`config.mk`:
```
export PLATFORM = sky130hd
export DESIGN_NAME = dmem_responder
export DESIGN_NICKNAME = d
export VERILOG_FILES = /design/src/rtl/dmem_responder.sv
export SDC_FILE = /design/constraint.sdc
export NUM_CORES = 1
export LEC_CHECK = 0
export ABC_AREA = 1
export BUFFER_PORTS_ARGS = -buffer_cell sky130_fd_sc_hd__buf_2
export CORE_MARGIN = 2
export CORE_UTILIZATION = 35
export CTS_CLUSTER_SIZE = 30
export DETAILED_ROUTE_END_ITERATION = 12
export SLEW_MARGIN = 10
export SYNTH_ARGS = -nofsm -noshare
export SYNTH_HDL_FRONTEND = slang
export SYNTH_SLANG_ARGS = --single-unit
```
`constraint.sdc`:
```
create_clock -name clk -period 3.7 [get_ports clk]
set_input_delay 0.185 -clock clk [delete_from_list [all_inputs] [get_ports clk]]
set_output_delay 0.185 -clock clk [all_outputs]
set_load 0.02 [all_outputs]
```
`src/rtl/dmem_responder.sv`:
```
// Multi-cycle word-addressed data memory for the MEM stage: one access at a time,
// fixed LATENCY cycles in WAIT, single-cycle response pulse, range-checked addresses.
module dmem_responder #(
    parameter int DEPTH   = 32,
    parameter int ADDR_W  = 5,
    parameter int LATENCY = 2
) (
    input  logic        clk,
    input  logic        rst,
    input  logic        req_valid,
    output logic        req_ready,
    input  logic        req_write,
    input  logic [31:0] req_addr,
    input  logic [31:0] req_wdata,
    output logic        rsp_valid,
    output logic [31:0] rsp_rdata,
    output logic        rsp_err,
    output logic        busy
);

    typedef enum logic [1:0] {IDLE, WAIT, RESP} state_t;
    typedef logic [31:0] mem_t [DEPTH];

    function automatic mem_t mem_init();
        for (int i = 0; i < DEPTH; i++) mem_init[i] = 32'(i);
    endfunction

    // Array is deliberately outside the reset domain; power-up image is array[i] = i.
    mem_t mem = mem_init();

    state_t      state, state_nxt;
    logic [3:0]  cnt;
    logic        write_q;
    logic [31:0] addr_q;
    logic [31:0] wdata_q;
    logic        commit;
    logic        in_range;

    assign commit    = (state == WAIT) && (cnt == 4'd0);
    assign in_range  = addr_q < 32'(DEPTH);
    assign req_ready = (state == IDLE);
    assign busy      = (state != IDLE);
    assign rsp_valid = (state == RESP);

    always_comb begin
        state_nxt = state;
        case (state)
            IDLE:    if (req_valid) state_nxt = WAIT;
            WAIT:    if (cnt == 4'd0) state_nxt = RESP;
            RESP:    state_nxt = IDLE;
            default: state_nxt = IDLE;
        endcase
    end

    always_ff @(posedge clk or posedge rst) begin
        if (rst) begin
            state     <= IDLE;
            cnt       <= 4'd0;
            write_q   <= 1'b0;
            addr_q    <= 32'd0;
            wdata_q   <= 32'd0;
            rsp_rdata <= 32'd0;
            rsp_err   <= 1'b0;
        end else begin
            state <= state_nxt;
            if (state == IDLE && req_valid) begin
                write_q <= req_write;
                addr_q  <= req_addr;
                wdata_q <= req_wdata;
                cnt     <= 4'(LATENCY - 1);
            end else if (state == WAIT && cnt != 4'd0) begin
                cnt <= cnt - 4'd1;
            end
            if (commit) begin
                rsp_err   <= !in_range;
                rsp_rdata <= (in_range && !write_q) ? mem[addr_q[ADDR_W-1:0]] : 32'd0;
            end
        end
    end

    // Async reset forces state to IDLE, so a pending store can never reach its commit edge.
    always_ff @(posedge clk) begin
        if (commit && write_q && in_range)
            mem[addr_q[ADDR_W-1:0]] <= wdata_q;
    end

endmodule

```
==> flow_metrics.env <==
export IMPL_htreeDepth=3
export IMPL_path_class="reg2reg"
export IMPL_clockBufferDepth=3
export IMPL_critPathMaxFanout=32
export IMPL_synth_seq_area_share=0.6827
export IMPL_rsz0062_at_grt="no"
export IMPL_min_path_type="in2reg"
export IMPL_yosysWarningCount=0
export IMPL_outcome="finished clean"
export IMPL_gp_congestion=0.8036
export IMPL_finalCritPeriodShare=0.7864
export IMPL_crit_path_start_kind="flop"
export IMPL_critPathRequiredTime_ps=4040
export IMPL_grt_pass1_wl_mm=195.7
export IMPL_syn_instance_count=5054
export IMPL_rows=137
export IMPL_timing_fmax_mhz=343.7
export IMPL_ir_drop_mv=0.6470
export IMPL_postSynthAreaPerCell_um2=9.667
export IMPL_cts_root_buf="clkbuf_16"
export IMPL_p_leak_nw=25.82
export IMPL_final_cell_mix="nand2_1, edfxtp_1, inv_1"
export IMPL_finalMaxSlewViolations=0
export IMPL_place_hpwl_mm=76.73
export IMPL_utilization=0.4084
export IMPL_multi_input_area_um2=11890
export IMPL_wl_per_cell_um=18.10
export IMPL_final_hold_violation_count=0
export IMPL_drv_cap=0
export IMPL_cts_tree="built"
export IMPL_max_slew_margin=0.1662
export IMPL_synth_fa_ha_area_frac=0.0005122
export IMPL_worst_pin_slew_ps=1251
export IMPL_crit_path_end_kind="flop"
export IMPL_cts_buffers=114
export IMPL_ios=104
export IMPL_final_setup_viol_count=0
export IMPL_antenna_found_initial=5
export IMPL_die_h_um=377.6
export IMPL_grt_max_degree=175
export IMPL_seq_area_um2=33370
export IMPL_fill_cells=13261
export IMPL_start_util=0.3514
export IMPL_synth_top_family_by_area="simple AND/OR/NAND/NOR gates"
export IMPL_syn_area_um2=48860
export IMPL_routed_wl_mm=131.0
export IMPL_grtUsageTotal=0.1831
export IMPL_fp_dieArea_um2=142600
export IMPL_post_cts_resized=0
export IMPL_port_buffers=103
export IMPL_mostFrequentLayoutCell="nand2_1"
export IMPL_insertion_delay_ps=720
export IMPL_nNetsFinal=5330
export IMPL_area_growth_pct=16.20
export IMPL_grt_pass1_vias=31762
export IMPL_cp_data_arrival_time_ps=3250
export IMPL_total_power_mw=40.63
export IMPL_drtIter0Drc=3101
export IMPL_clock_sinks=1128
export IMPL_synth_compound_area_frac=0.01992
export IMPL_core_area_um2=139000
export IMPL_ff2ff_setup_slack_ps=790
export IMPL_setup_tns_final_ps=0
export IMPL_vias_per_cell=4.566
export IMPL_yosysUniqueCellTypes=26
export IMPL_synthXorXnorAreaFrac=0
export IMPL_overflow=0
export IMPL_ys_ff_latch=1128
export IMPL_muxShareOfSynthArea=0
export IMPL_ant_nets=0
export IMPL_min_period_ps=2910
export IMPL_fin_skew_ps=27.66
export IMPL_dr_pass1_iters=5
export IMPL_synthSimpleGateAreaFrac=0.2179
export IMPL_power_density_nw_per_um2=715.6
export IMPL_remaining_drc_errors=0
export IMPL_fp_dieW_um=377.6
export IMPL_drive_gt1_frac=0.08959
export IMPL_clk_pin_slew_ps=60
export IMPL_vias=33036
export IMPL_synth_nets=5124
[logic make-up (layout without fill, tap and decap cells)]
logic type | count (synthesis) | after routing
AND/OR/NAND/NOR | 2788 | 2788
flip-flops | 1128 | 1128
buffers and inverters | 958 | 1262
AO/OA/AOI/OAI | 178 | 178
adder cells (fa/ha/maj) | 2 | 2
other | 0 | 1
[registers in the layout, summed over array words and instances (netlist names)]
signal / flops
addr_q: 32
cnt: 4
mem: 1024
rsp_err: 1
rsp_rdata: 32
state: 2
wdata_q: 32
write_q: 1
[critical path, cell delays in order (launching register included)]
cell	delay, ps
dfrtp_1	360
inv_1	110
ha_1	160
nand3_1	130
nor2_4	180
nand3_2	150
nor3_2	460
nand3_1	120
buf_4	250
nor2_4	90
buf_4	470
[stage by stage]
step / worst slack, ps / instances / instance area [um2] / hold slack, ps
2_1_floorplan: 479.0 / 5054 / 48860 / 294.6
3_3_place_gp: 776.9 / 6954 / 52160 / 381.1
3_5_place_dp: 836.8 / 6954 / 52160 / 383.0
4_1_cts: 795.8 / 7234 / 56770 / 44.61
5_1_grt: 586.6 / 7235 / 56770 / 96.41
6_report: 790.2 / 7235 / 56770 / 71.56
[Yosys cell counts (all sizes together)]
master | count | area share
nand3 | 41 | 0.0043
clkbuf | 71 | 0.0055
inv | 743 | 0.057
nand4 | 1 | 0.00013
dfrtp | 104 | 0.053
o22a | 1 | 0.00018
nor3 | 10 | 0.0031
o22ai | 1 | 0.00013
o21ai | 143 | 0.015
a21oi | 2 | 0.00020
clkinv | 1 | 0.000077
ha | 2 | 0.00051
o21bai | 31 | 0.0048
nor2 | 366 | 0.028
buf | 143 | 0.016
nand2 | 2370 | 0.18
edfxtp | 1024 | 0.63
[area by class of cell]
class | instances | share of cell area
diodes | 1 | 0.00004408
clock buffers | 146 | 0.05505
clock inverters | 68 | 0.01441
inverters | 744 | 0.04963
multi-input cells | 2968 | 0.2095
flip-flops and latches | 1128 | 0.5877
well taps | 1876 | 0.04135
repair buffers | 304 | 0.04231
[what timing repair did]
item,4_1_cts,5_1_grt
hold endpoints to repair,138,0
endpoints found under the setup margin,0,0
hold buffers,66,0
buffers inserted,0,0
[per-layer routing]
metal,wire (um),global-route usage,vias to the layer above,share of wire
met5,13,0,-,0.000099
met1,56000,0.2447,15842,0.43
met4,3243,0.05208,2,0.025
met3,8235,0.02677,188,0.063
li1,-,-,16066,-
met2,63480,0.3092,938,0.48
[path summary, 6_finish.rpt]
| check | start | end | cells after the start |
|---|---|---|---|
| max in group asynchronous | rst | rsp_rdata[18] | 4 |
| min in group asynchronous | rst | wdata_q[27] | 3 |
| worst min register to register | rsp_rdata[16] | rsp_rdata[16] | 2 |
| worst min-delay path | req_valid | wdata_q[31] | 5 |
| worst max register to register | cnt[1] | mem[31][12] | 10 |
| worst max-delay path | cnt[1] | mem[31][12] | 10 |
[report_power, final]
part	total, mW	switching (mW)	internal (mW)	leakage [nW]
sequential	17.1	1.25	15.9	10.6
combinational	11.3	8.39	2.96	13.3
clock	12.1	4.94	7.20	1.93
Power figures use the tool's default switching activity.
